$ cat config.mk
export PLATFORM = sky130hd
export DESIGN_NAME = sindrome_display_mux
export DESIGN_NICKNAME = d
export VERILOG_FILES = /design/src/rtl/sindrome_display_mux.sv
export SDC_FILE = /design/constraint.sdc
export NUM_CORES = 1
export LEC_CHECK = 0
export CAP_MARGIN = 15
export CORE_MARGIN = 2
export CORE_UTILIZATION = 58
export CTS_BUF_LIST = sky130_fd_sc_hd__clkbuf_8
export DETAILED_ROUTE_END_ITERATION = 8
export PLACE_DENSITY = 0.95
export SLEW_MARGIN = 5
export SYNTH_ARGS = -nofsm -noshare
export SYNTH_HDL_FRONTEND = slang
export SYNTH_SLANG_ARGS = --single-unit
$ cat constraint.sdc
create_clock -name clk -period 4.4 [get_ports clk]
set_input_delay 0.88 -clock clk [delete_from_list [all_inputs] [get_ports clk]]
set_output_delay 0.88 -clock clk [all_outputs]
set_load 0.02 [all_outputs]
$ cat src/rtl/sindrome_display_mux.sv
// rtl/sindrome_display_mux.sv - multiplexed 7-segment hex display driver with optional error blink (ERR_BLINK_EN)
module sindrome_display_mux #(
  parameter int NUM_DIGITS   = 4,
  parameter int REFRESH_DIV  = 50000,
  parameter int BLINK_FRAMES = 64
) (
  input  logic                    clk,
  input  logic                    rst_n,
  input  logic [4*NUM_DIGITS-1:0] data_i,
  input  logic                    valid_i,
  input  logic                    err_i,
  output logic [6:0]              seg_o,
  output logic [NUM_DIGITS-1:0]   an_o,
  output logic                    frame_o
);

  localparam int CNT_W = $clog2(REFRESH_DIV);
  localparam int IDX_W = (NUM_DIGITS > 1) ? $clog2(NUM_DIGITS) : 1;
  localparam logic [CNT_W-1:0] CNT_LAST = CNT_W'(REFRESH_DIV - 1);
  localparam logic [IDX_W-1:0] IDX_LAST = IDX_W'(NUM_DIGITS - 1);

  logic [CNT_W-1:0]        r_cnt;
  logic [IDX_W-1:0]        r_idx;
  logic [4*NUM_DIGITS-1:0] r_shadow;

  logic       w_slot_end;
  logic       w_frame_end;
  logic       w_blank;
  logic       w_lit;
  logic [3:0] w_nibble;
  logic [6:0] w_glyph;

  assign w_slot_end  = (r_cnt == CNT_LAST);
  assign w_frame_end = w_slot_end && (r_idx == IDX_LAST);
  // cnt=0 is the dead-time cycle of every slot, which suppresses ghosting
  assign w_lit       = (r_cnt != '0) && !w_blank;

  // Prescaler: counts cycles within one digit slot
  always_ff @(posedge clk or negedge rst_n) begin
    if (!rst_n) begin
      r_cnt <= '0;
    end else if (w_slot_end) begin
      r_cnt <= '0;
    end else begin
      r_cnt <= r_cnt + CNT_W'(1);
    end
  end

  // Digit index: advances at the end of each slot, wraps after the last digit
  always_ff @(posedge clk or negedge rst_n) begin
    if (!rst_n) begin
      r_idx <= '0;
    end else if (w_slot_end) begin
      if (r_idx == IDX_LAST) begin
        r_idx <= '0;
      end else begin
        r_idx <= r_idx + IDX_W'(1);
      end
    end
  end

  // Shadow register: new nibbles become visible on the following cycle
  always_ff @(posedge clk or negedge rst_n) begin
    if (!rst_n) begin
      r_shadow <= '0;
    end else if (valid_i) begin
      r_shadow <= data_i;
    end
  end

`ifdef ERR_BLINK_EN
  localparam int BF_W = (BLINK_FRAMES > 1) ? $clog2(BLINK_FRAMES) : 1;
  localparam logic [BF_W-1:0] BF_LAST = BF_W'(BLINK_FRAMES - 1);

  logic            r_err_q;
  logic [BF_W-1:0] r_bcnt;
  logic            r_phase;

  // Error flag is registered so the display never depends on a raw input
  always_ff @(posedge clk or negedge rst_n) begin
    if (!rst_n) begin
      r_err_q <= 1'b0;
    end else begin
      r_err_q <= err_i;
    end
  end

  // Blink timer: toggles phase every BLINK_FRAMES scan frames while in error
  always_ff @(posedge clk or negedge rst_n) begin
    if (!rst_n) begin
      r_bcnt  <= '0;
      r_phase <= 1'b0;
    end else if (!r_err_q) begin
      r_bcnt  <= '0;
      r_phase <= 1'b0;
    end else if (w_frame_end) begin
      if (r_bcnt == BF_LAST) begin
        r_bcnt  <= '0;
        r_phase <= ~r_phase;
      end else begin
        r_bcnt <= r_bcnt + BF_W'(1);
      end
    end
  end

  assign w_blank = r_phase;
`else
  // Without the blink feature the error flag has no effect on the display
  logic w_unused_err;
  assign w_unused_err = err_i;
  assign w_blank      = 1'b0;
`endif

  // Select the shadow nibble of the digit currently being scanned
  always_comb begin
    w_nibble = 4'h0;
    for (int k = 0; k < NUM_DIGITS; k++) begin
      if (r_idx == IDX_W'(k)) begin
        w_nibble = r_shadow[4*k +: 4];
      end
    end
  end

  // Active-low hex glyphs, bit 0 = segment a ... bit 6 = segment g
  always_comb begin
    w_glyph = 7'h7F;
    case (w_nibble)
      4'h0: w_glyph = 7'h40;
      4'h1: w_glyph = 7'h79;
      4'h2: w_glyph = 7'h24;
      4'h3: w_glyph = 7'h30;
      4'h4: w_glyph = 7'h19;
      4'h5: w_glyph = 7'h12;
      4'h6: w_glyph = 7'h02;
      4'h7: w_glyph = 7'h78;
      4'h8: w_glyph = 7'h00;
      4'h9: w_glyph = 7'h10;
      4'hA: w_glyph = 7'h08;
      4'hB: w_glyph = 7'h03;
      4'hC: w_glyph = 7'h46;
      4'hD: w_glyph = 7'h21;
      4'hE: w_glyph = 7'h06;
      4'hF: w_glyph = 7'h0E;
      default: w_glyph = 7'h7F;
    endcase
  end

  // Digit enables: only the scanned digit is driven low, and only when lit
  always_comb begin
    an_o = '1;
    for (int k = 0; k < NUM_DIGITS; k++) begin
      if (w_lit && (r_idx == IDX_W'(k))) begin
        an_o[k] = 1'b0;
      end
    end
  end

  assign seg_o   = w_lit ? w_glyph : 7'h7F;
  assign frame_o = w_frame_end;

endmodule

==> results, run 1 <==
- The flow ran to the end, and the final reports show no timing, DRC or antenna violations.
- The area added between synthesis and finish is 22.1%.
- The initial utilization of the core area, before any placement, comes to between 50% and 60%.
- The post-synthesis async set-or-reset flop share is between 90% and 100%.
- The total standard cell area after synthesis is roughly 2000 um^2.
- The number of rows in the core area is 21.
- Yosys mapped the design onto 39 distinct sky130hd cell types.
- The number of nets produced by synthesis is 227.
- The commonest register cell after synthesis is sky130_fd_sc_hd__dfrtp_1.
- The initial antenna violation count was 0.
- The via count of the first global-routing pass was 1,481.
- Data arrives at the worst endpoint at 3170 ps.
- The final RePlAce weighted congestion is approximately 0.92.
- The repair_antennas step left the layout with diodes totalling 0.
- The minimum setup slack in the final design is between 300 and 400 ps.
- The footprint of the flip-flops and latches is between 800 and 900 um^2.
- The half-perimeter wire length after placement is 3190 um.
- The achievable frequency is about 250 MHz.
- The routed design has ~4200 um of wire.
- The die covers 3850 um^2.
- The proportion of layout cells with a drive suffix above 1 is 12.8%.
- The maximum fanout along the worst path is 8.
- The total overflow left after global routing is 0.
- The final number of setup-violating endpoints is 0.
- Dividing the detail-routed wire length by the instance count gives about 15 um.
- The capturing element type of the critical path is a primary output.
- The net count of the finished layout is about 260.
- The number of remaining DRC errors is 0.
- After synthesis, the mean cell area works out to 10.0 um^2.
- After routing, the total negative slack on setup checks comes to 0 ps.
- The core region is between 3000 and 4000 um^2.
- The clock edge transition at the registers on the reported setup and hold paths is about 60 ps.
- The pin count of the biggest net entering global routing is 35.
- For this run, the number of Yosys warnings is 0.
- The maximum root-to-sink buffer count is 2.
- The TritonCTS clock tree is done.
- Global routing used about 24% of the available tracks across all layers.
- The area share of the largest cell type after synthesis is about 43%.
- The number of CTS-inserted buffers is 5.
- The via total after detailed routing is ~1.6k.
- The clock latency of the later-clocked register in the worst-skew pair is slightly below 300 ps.
- The number of hold violations in the final report was 0.
- The floorplan step set the die width to about 62 um.
- The worst endpoint required time is about 3500 ps.
- Setup repair after global routing left no endpoint under its margin.
- The cell sitting at the root of the clock tree is a sky130_fd_sc_hd__clkbuf_8.
- After clock tree synthesis, the setup repair step added 0 buffers.
- The via count normalized by instance count is about 5.8.
- The time the worst path needs with I/O delays and setup is between 4000 and 5000 ps.
- The final worst-path cycle share is 92.1%.
- The H-tree depth reported by CTS is 2.
- In this run the register-to-register setup slack is approximately 2600 ps.
- The detailed-routing iteration count for the pre-antenna-repair pass is 4.
- The top-level port count is 32.
- The cell count after synthesis is between 150 and 200.
- The reported max-cap violation count is 0.
- The number of flops mapped to enable cells by yosys is 0.
- The relative max-transition margin is 50.7%.
- The worst setup skew after layout is around 7.6 ps.
- The maximum resistive drop on vdd is around 0.00018 V.
- The final-report max-slew violation count came to 0.
- From bottom edge to top edge, the die measures a little over 60 um.
- The class of the tightest hold or removal check is reg2reg.
- In this run the tool buffered the top-level ports with 30 buffer cells.
- The tightest hold margin is around 500 ps.
- For this design the ratio of total power to cell area is ~290 nW/um^2.
- The remaining antenna violation count is 0.
- The worst setup slack before clock tree synthesis is about 580 ps.
- The synthesized design contains 34 register bits.
- By startpoint and endpoint, the worst setup path is classified as reg2out.
- The library cell occupying the most area in the post-synthesis netlist is sky130_fd_sc_hd__dfrtp_1.
- At the pin with the least slew margin, the transition time is between 700 and 800 ps.
- Ranked by total cell area, the synthesized netlist is headed by sky130_fd_sc_hd__dfrtp_1 (43%), sky130_fd_sc_hd__mux2_2 (8.6%), sky130_fd_sc_hd__ha_1 (7.7%), sky130_fd_sc_hd__nand2_1 (4.4%), sky130_fd_sc_hd__nand3_1 (3.3%).
- The first global-routing pass estimated 6710 um of wire.
- The sequential element share of the synthesized area is around 43%.
- Clock tree synthesis found a total of 34 sinks.
- STA classifies the critical path startpoint as a flop.
- The number of fill cells is around 240.
- The area used by multi-input combinational logic is 1050 um^2.
- For this block, the initial DRC count from the detailed router was 170.
- For this design the static power due to leakage is 0.00104 uW.
sequential cells by signal (all words and copies together), names as in the netlist:
| register | count |
|---|---|
| r_cnt | 16 |
| r_shadow | 16 |
| r_idx | 2 |
layout by cell type (no fill, tap or decap), drive strengths merged, types with 2 or more instances in the layout:
cell           netlist  final
xnor2                5      5
xor2                 7      7
nand2b               2      2
o221ai               4      4
mux2                17     17
and2                 3      3
nand3               14     14
o21ai                6      6
clkbuf               4      6
o211ai               2      2
dfrtp               34     34
nand2               23     23
nor3                 7      7
a31oi                2      2
inv                  9     10
a21oi                5      5
nor4                 2      2
nand3b               2      2
mux2i                3      3
clkdlybuf4s50        0     30
ha                  12     12
and4                 2      2
nor2                14     14
and3                 2      2
cells by family (layout without fill, tap and decap cells):
group / after synthesis / after routing / synth area share (%)
multiplexers: 20 / 20 / 11.3
buffers and inverters: 16 / 48 / 3.26
flip-flops: 34 / 34 / 43.5
AND/OR/NAND/NOR: 74 / 74 / 19.5
adder cells (fa/ha/maj): 12 / 12 / 7.67
AO/OA/AOI/OAI: 27 / 27 / 9.40
XOR/XNOR: 12 / 12 / 5.37
layer usage:
| layer | track usage [%] | vias to the layer above | wire length (um) |
|---|---|---|---|
| met5 | 0 | - | 0 |
| met4 | 9.73 | 0 | 126 |
| met3 | 6.42 | 19 | 167 |
| met2 | 42.1 | 56 | 2230 |
| met1 | 29.0 | 774 | 1670 |
| li1 | - | 746 | - |
synth_stat cells, types with 4 or more instances:
library cell / count
sky130_fd_sc_hd__mux2_2: 15
sky130_fd_sc_hd__o21ai_0: 6
sky130_fd_sc_hd__dfrtp_1: 34
sky130_fd_sc_hd__nand3_1: 13
sky130_fd_sc_hd__xor2_1: 7
sky130_fd_sc_hd__inv_1: 9
sky130_fd_sc_hd__a21oi_1: 5
sky130_fd_sc_hd__nor3_1: 7
sky130_fd_sc_hd__xnor2_1: 5
sky130_fd_sc_hd__nor2_1: 14
sky130_fd_sc_hd__nand2_1: 23
sky130_fd_sc_hd__clkbuf_1: 4
sky130_fd_sc_hd__ha_1: 12
sky130_fd_sc_hd__o221ai_1: 4
worst max-delay path: stages (launching register included):
cell	delay (ps)
sky130_fd_sc_hd__dfrtp_1	420
sky130_fd_sc_hd__ha_1	350
sky130_fd_sc_hd__nand2b_1	230
sky130_fd_sc_hd__o22ai_1	150
sky130_fd_sc_hd__a31oi_2	300
sky130_fd_sc_hd__inv_1	150
sky130_fd_sc_hd__ha_1	320
sky130_fd_sc_hd__nand3_1	70
sky130_fd_sc_hd__o21ai_0	80
sky130_fd_sc_hd__a31oi_1	180
sky130_fd_sc_hd__clkdlybuf4s50_1	630
final timing paths:
check | end | startpoint | depth (start not counted)
setup / recovery | seg_o[3] | r_idx[0] | 10
hold / removal | r_cnt[12] | r_cnt[12] | 1
setup reg to reg | r_idx[0] | r_cnt[12] | 4
hold reg to reg | r_cnt[12] | r_cnt[12] | 1
max in group asynchronous | r_shadow[10] | rst_n | 2
min in group asynchronous | r_cnt[9] | rst_n | 2
per-stage QoR:
stage                     instance area [um^2]  power (uW)  std cells  utilization (%)
after floorplan                           1960         411        195                -
after global placement                    2290         464        265             69.8
after detailed placement                  2290         469        265             69.8
after CTS                                 2380         700        273             72.6
after global routing                      2390         727        273             72.8
final                                     2390         696        273             72.8
timing repair:
action | CTS | global route
hold buffers | 0 | 0
setup endpoints to repair | 0 | 1
resized for setup | 0 | 1
area by class of cell:
class,count,area share [%]
multi-input cells,145,43.9
flip-flops and latches,34,35.6
repair buffers,31,12.9
clock buffers,6,3.46
well taps,46,2.41
inverters,9,1.41
clock inverters,2,0.366
report_power, final:
group	leakage [uW]	switching, uW	internal [uW]
Clock	0.0000524	108	124
Combinational	0.000562	63.7	65.5
Sequential	0.000425	8.35	327
Total	0.00104	180	516
No activity file was read; power rests on OpenSTA's default activity.
==> run 2, diff against run 1 <==
Settings changed: CTS_CLUSTER_DIAMETER from default to 80.
==> results of run 2 <==
The final DEF is identical to that of run 1; final timing and power are the same.
==> run 3, diff against run 2 <==
Settings changed: CORE_UTILIZATION 58 to 50, PLACE_DENSITY 0.95 to 0.88.
Clock period 4.4 ns to 3.64 ns, I/O delays scaled along.
==> run 3 against run 2 <==
- sequential cell count is the same
- cell count grew 2.2%
- power grew 20%
- first-iteration DRC count shrank 71%
- non-clock buffer count grew 4
- worst setup slack lost 160 ps
- design area grew 2.0%
- utilization shrank 7.2 points
- register-to-register slack lost 820 ps
- wire length shrank 0.64%
- die area grew 15%
- critical endpoint is now seg_o[6]
==> results, run 3 (same netlist as run 1, synthesis figures left out) <==
- The clock latency of the later-clocked register in the worst-skew pair is just under 300 ps.
- The number of hold violations in the final report came to 0.
- The critical path contains buffers and inverters numbering 4 combined.
- The area growth from synthesis to layout is 24.6%.
- The number of rows in the core area is 22.
- Along the worst path, the maximum fanout reaches 5.
- The via count normalized by instance count is approximately 5.6.
- The signal on the critical path passes through inv_1 > ha_1 > a21oi_1 > o21ai_0 > a22oi_2 > inv_1 > ha_1 > inv_1 > a21oi_1 > a21oi_1 > o221ai_1 > dlygate4sd2_1.
- The sink count of the clock tree is 34.
- Across the run, the number of max-cap violations was 0.
- Setup violations remaining at the end of the flow were counted as 0.
- The commonest non-fill, non-tap cell in the layout is sky130_fd_sc_hd__dfrtp_1.
- The number of DRC markers after the initial detailed-route iteration is 49.
- The first global-routing pass estimated between 7000 and 8000 um of wire.
- The maximum resistive drop on vdd is roughly 0.00025 V.
- The via count of the first global-routing pass is 1,520.
- Summed over all layers, the routed wires come to ~4200 um.
- The number of fill cells is 286.
- Timing would allow up to between 200 and 300 MHz.
- For this run the aggregate overflow at the end of global routing stands at 0.
- The arrival time at the worst endpoint is roughly 2700 ps.
- In the global route stage, overall resource usage came out at between 20 and 25%.
- In this run the top signal layer used is met4.
- The number of buffers added on ports is 30.
- The worst endpoint required time is slightly below 3000 ps.
- 32 I/O pins were placed.
- The delay of the slowest critical-path stage is around 420 ps.
- The H-tree depth reported by CTS is 2.
- The remaining antenna violation count is 0.
- The actual slew at the worst max-slew pin is 745 ps.
- After legalization and detailed placement, the total HPWL measured about 3000 um.
- The time the worst path needs with I/O delays and setup is 3460 ps.
- The die is between 60 and 70 um wide.
- STA classifies the critical path endpoint as a primary output.
- Cells fill about two thirds of the core in the end.
- The final route contains 1,572 vias.
- For this run, design rule violations remaining after detail routing come to 0.
- The flow ran to the end, and the final reports show no timing, DRC or antenna violations.
- The largest registers in the layout are r_cnt x16, r_shadow x16, r_idx x2.
- In this run the static leakage power is between 0.001 and 0.0015 uW.
- The cell type group with the largest total delay on the critical path is compound AO/OA/AOI/OAI gates.
- Clock-pin slew was measured on the worst setup and hold paths at roughly 60 ps.
- The class of the tightest hold or removal check is reg2reg.
- Wire segments on met2 add up to around 2100 um in the final route.
- The die is 66.6 um tall.
- The proportion of layout cells with a drive suffix above 1 is between 10% and 20%.
- At the end of the flow, the number of nets in the layout was about 260.
- The number of CTS-inserted buffers is 5.
- Once the floorplan was initialized, standard cells occupied 52.7% of the core.
- In the finished design, the share of the clock period the worst path needs comes to ~95%.
- The critical path is of the reg2out type.
- In this run the deepest clock path goes through 2 buffers.
- The areal power density over the cells is between 300 and 400 nW/um^2.
- The kind of start point of the critical path is a flop.
- The TritonCTS clock tree is done.
- The area of the die is between 4000 and 5000 um^2.
- The placed cell area is approximately 2300 um^2.
- Entering global routing, the biggest net connects 35 pins.
- The accumulated negative setup slack is 0 ps.
- The routed design uses between 150 and 200 um of met3 wire.
- The total core area is 3720 um^2.
- The cell sitting at the root of the clock tree is a sky130_fd_sc_hd__clkbuf_8.
- The first TritonRoute pass finished after 5 iterations.
- Dividing the detail-routed wire length by the instance count gives 14.9 um.
- The initial antenna violation count is 0.
- The wire length on met1 is between 1500 and 2000 um.
- The final-report max-slew violation count came to 0.
- Headroom to the max-slew limit came out at between 50% and 60%.
- Routability-driven placement finished with a final weighted congestion of around 0.91.
- For the final database, setup skew stands at around 3.7 ps.
- The slowest cell on the critical path is sky130_fd_sc_hd__dfrtp_1.
- The total non-filler cell area in the finished layout is about 2400 um^2.
- The tightest hold margin is between 400 and 500 ps.
- Setup repair after global routing left no endpoint under its margin.
- In the layout the commonest cells are sky130_fd_sc_hd__dfrtp_1 (34), sky130_fd_sc_hd__clkdlybuf4s50_1 (23), sky130_fd_sc_hd__nand2_1 (22).
- The repair_antennas step left the layout with diodes totalling 0.
[run 3: cell count changes in the layout (fill, tap and decap cells not counted), moves of 3 or more]
cell / change
sky130_fd_sc_hd__clkdlybuf4s50_1: -7
sky130_fd_sc_hd__buf_4: +4
sky130_fd_sc_hd__dlygate4sd2_1: +3
sky130_fd_sc_hd__dlymetal6s2s_1: +3
[run 3: cell type report]
| cell class | instances | area (um^2) | area share (%) |
|---|---|---|---|
| multi-input cells | 145 | 1060 | 43.5 |
| flip-flops and latches | 34 | 851 | 34.9 |
| repair buffers | 35 | 342 | 14.0 |
| clock buffers | 6 | 82.6 | 3.39 |
| well taps | 48 | 60.1 | 2.46 |
| inverters | 9 | 33.8 | 1.39 |
| clock inverters | 2 | 8.76 | 0.359 |
[run 3: where the power goes]
group | internal (uW) | switching, uW
logic | 75.8 | 76.2
clock network | 150 | 132
registers | 396 | 9.34
total | 621 | 217
[run 3: worst paths after layout]
| path | from | endpoint | slack (ps) | depth (start not counted) |
|---|---|---|---|---|
| worst min register to register | r_cnt[13] | r_cnt[13] | 490 | 1 |
| worst max register to register | r_cnt[12] | r_idx[1] | 1760 | 4 |
| worst max-delay path | r_idx[0] | seg_o[6] | 180 | 12 |
| worst min-delay path | r_cnt[13] | r_cnt[13] | 490 | 1 |
| max in group asynchronous | rst_n | r_shadow[2] | 2500 | 2 |
| min in group asynchronous | rst_n | r_cnt[13] | 840 | 2 |
[run 3: repair_timing]
| action | CTS | global route |
|---|---|---|
| gates resized for setup | 5 | 8 |
| setup buffers | 0 | 1 |
| pin swaps | 0 | 1 |
| endpoints found under the setup margin | 6 | 5 |
| hold buffers | 0 | 0 |
[run 3: layer usage]
metal  GRT usage (%)  up-vias
met1            27.4      769
met2            35.1       44
met3            4.90        5
met4            10.2        0
li1                -      754
met5               0        -
[run 3: metrics by stage]
step	cells	total power [uW]	worst slack [ps]
after floorplan	195	497	646
after global placement	270	563	245
after detailed placement	270	567	133
after global routing	279	883	14.1
final	279	838	185
after CTS	278	846	26.0
[run 3: worst register-to-register path: cells and delay by family, from the launching register on]
| family | cells | cell delay (ps) |
|---|---|---|
| mux | 1 | 360 |
| flops | 1 | 410 |
| simple gates | 3 | 990 |
==> RTL change, RTL diff (config.mk and constraints of run 2) <==
The parameter `NUM_DIGITS` goes from 4 to 8.
--- a/src/rtl/sindrome_display_mux.sv
+++ b/src/rtl/sindrome_display_mux.sv
@@ -1,6 +1,6 @@
 // rtl/sindrome_display_mux.sv - multiplexed 7-segment hex display driver with optional error blink (ERR_BLINK_EN)
 module sindrome_display_mux #(
-  parameter int NUM_DIGITS   = 4,
+  parameter int NUM_DIGITS   = 8,
   parameter int REFRESH_DIV  = 50000,
   parameter int BLINK_FRAMES = 64
 ) (
Ports: changed (resized an_o and data_i); port bits go from 32 to 52. The function was not compared with the original's and may differ.
==> RTL change against run 2 <==
  * Setup slack worse by 0.25 ns
  * Core utilization up 1.5 points
  * Power up 46%
  * Fmax down 5.8%
  * Routed wire length up 73%
  * Area after synthesis up 52%
  * Sequential cell count up 17
  * Cell area up 56%
  * Synthesized cell count up 46%
  * Largest cell class unchanged
  * Largest power group unchanged
==> RTL change: results (changes against run 2) <==
Cells and area
  – Share of layout cells above drive strength 1: 21.1% (+8.3 points)
  – Post-layout net count: 392 (+52%)
  – Number of ordinary inverters in the final layout: 14 (+5)
  – Multi-input combinational gate total: 205 (+41%)
  – Area share of buffers outside the clock network: 16.6% (+3.7 points)
  – Area fraction of clock buffers and clock inverters: 2.76% (-1.1 points)

GRT
  – Global-route wire length before repair: 11.4 mm (+70%)
  – Global-route total usage across every layer: 26.9% (+2.4 points)
  – Largest net degree at the start of global routing: 52 (+49%)

STA
  – Worst-case headroom to the max-slew limit: 61.6% (+11 points)
  – Clock skew: 0.00544 ns (-0.00213 ns)

Placed design
  – Final weighted congestion in routability-driven placement: 0.876 (-5.1%)
  – Input/output buffers: 50 (+67%)

Route
  – Routed wirelength normalized by instance count: 17.6 µm (+15%)
  – Met3 Routed Length: 347 µm (+110%)
  – Length of routed met2 wiring: 3.69 mm (+66%)

Synth
  – Sequential area share after synthesis: 43.0% (-0.46 points)
  – XOR/XNOR Fraction of Synth Area: 3.84% (-1.5 points)
  – Yosys reg bits: 51 (+50%)
  – Most common library cells after synthesis: sky130_fd_sc_hd__dfrtp_1, sky130_fd_sc_hd__nand2_1, sky130_fd_sc_hd__mux2_2, sky130_fd_sc_hd__nor2_1, sky130_fd_sc_hd__nand3_1
  – Fraction of the mapped netlist area in adder cells: 5.90% (-1.8 points)
  – Post-Syn Nets: 335 (+48%)

Power and ir drop
  – Cell leakage power: 1.63 nW (+57%)

Setup path
  – Slowest cell delay on critical path: 0.44 ns (-0.19 ns)
  – Standard cell with the maximum stage delay on the critical path: sky130_fd_sc_hd__dfrtp_1

Run status
  – Result of the run: completed
RTL change: kinds of logic (layout without fill, tap and decap cells):
group	Yosys count	in the layout
AO/OA/AOI/OAI	48	48
AND/OR/NAND/NOR	92	92
multiplexers	38	38
XOR/XNOR	13	13
flip-flops	51	51
adder cells (fa/ha/maj)	14	14
buffers and inverters	29	86
RTL change: power groups by stage:
stage / combinational (mW) / sequential, mW / clock [mW]
floorplan: 0.0996 / 0.518 / 0
global placement: 0.167 / 0.523 / 0
detailed placement: 0.175 / 0.526 / 0
CTS: 0.179 / 0.517 / 0.317
global route: 0.201 / 0.521 / 0.335
finish: 0.186 / 0.517 / 0.314
RTL change: worst paths after layout:
| check | startpoint | cells past startpoint | slack, ns | to |
|---|---|---|---|---|
| worst max register to register | r_cnt[12]$_DFF_PN0_ | 4 | 2.44 | r_idx[1]$_DFFE_PN0N_ |
| min in group clk | r_shadow[11]$_DFFE_PN0P_ | 1 | 0.51 | r_shadow[11]$_DFFE_PN0P_ |
| worst max-delay path | r_idx[0]$_DFFE_PN0N_ | 16 | 0.1 | seg_o[4] |
| worst min-delay path | rst_n | 1 | 0.43 | r_idx[0]$_DFFE_PN0N_ |
| worst min register to register | r_shadow[11]$_DFFE_PN0P_ | 1 | 0.51 | r_shadow[11]$_DFFE_PN0P_ |
| max in group asynchronous | rst_n | 2 | 3.46 | r_shadow[21]$_DFFE_PN0P_ |
RTL change: through the flow:
step	cells	instance area (µm²)	utilization [%]	worst slack (ns)	setup TNS, ns
after floorplan	285	2970	-	0.933	0
after global placement	396	3490	69.7	0.169	0
after detailed placement	396	3490	69.7	0.00233	0
after CTS	409	3660	73.0	0.116	0
after global routing	412	3720	74.2	-0.00792	-0.00792
final	412	3720	74.2	0.0982	0
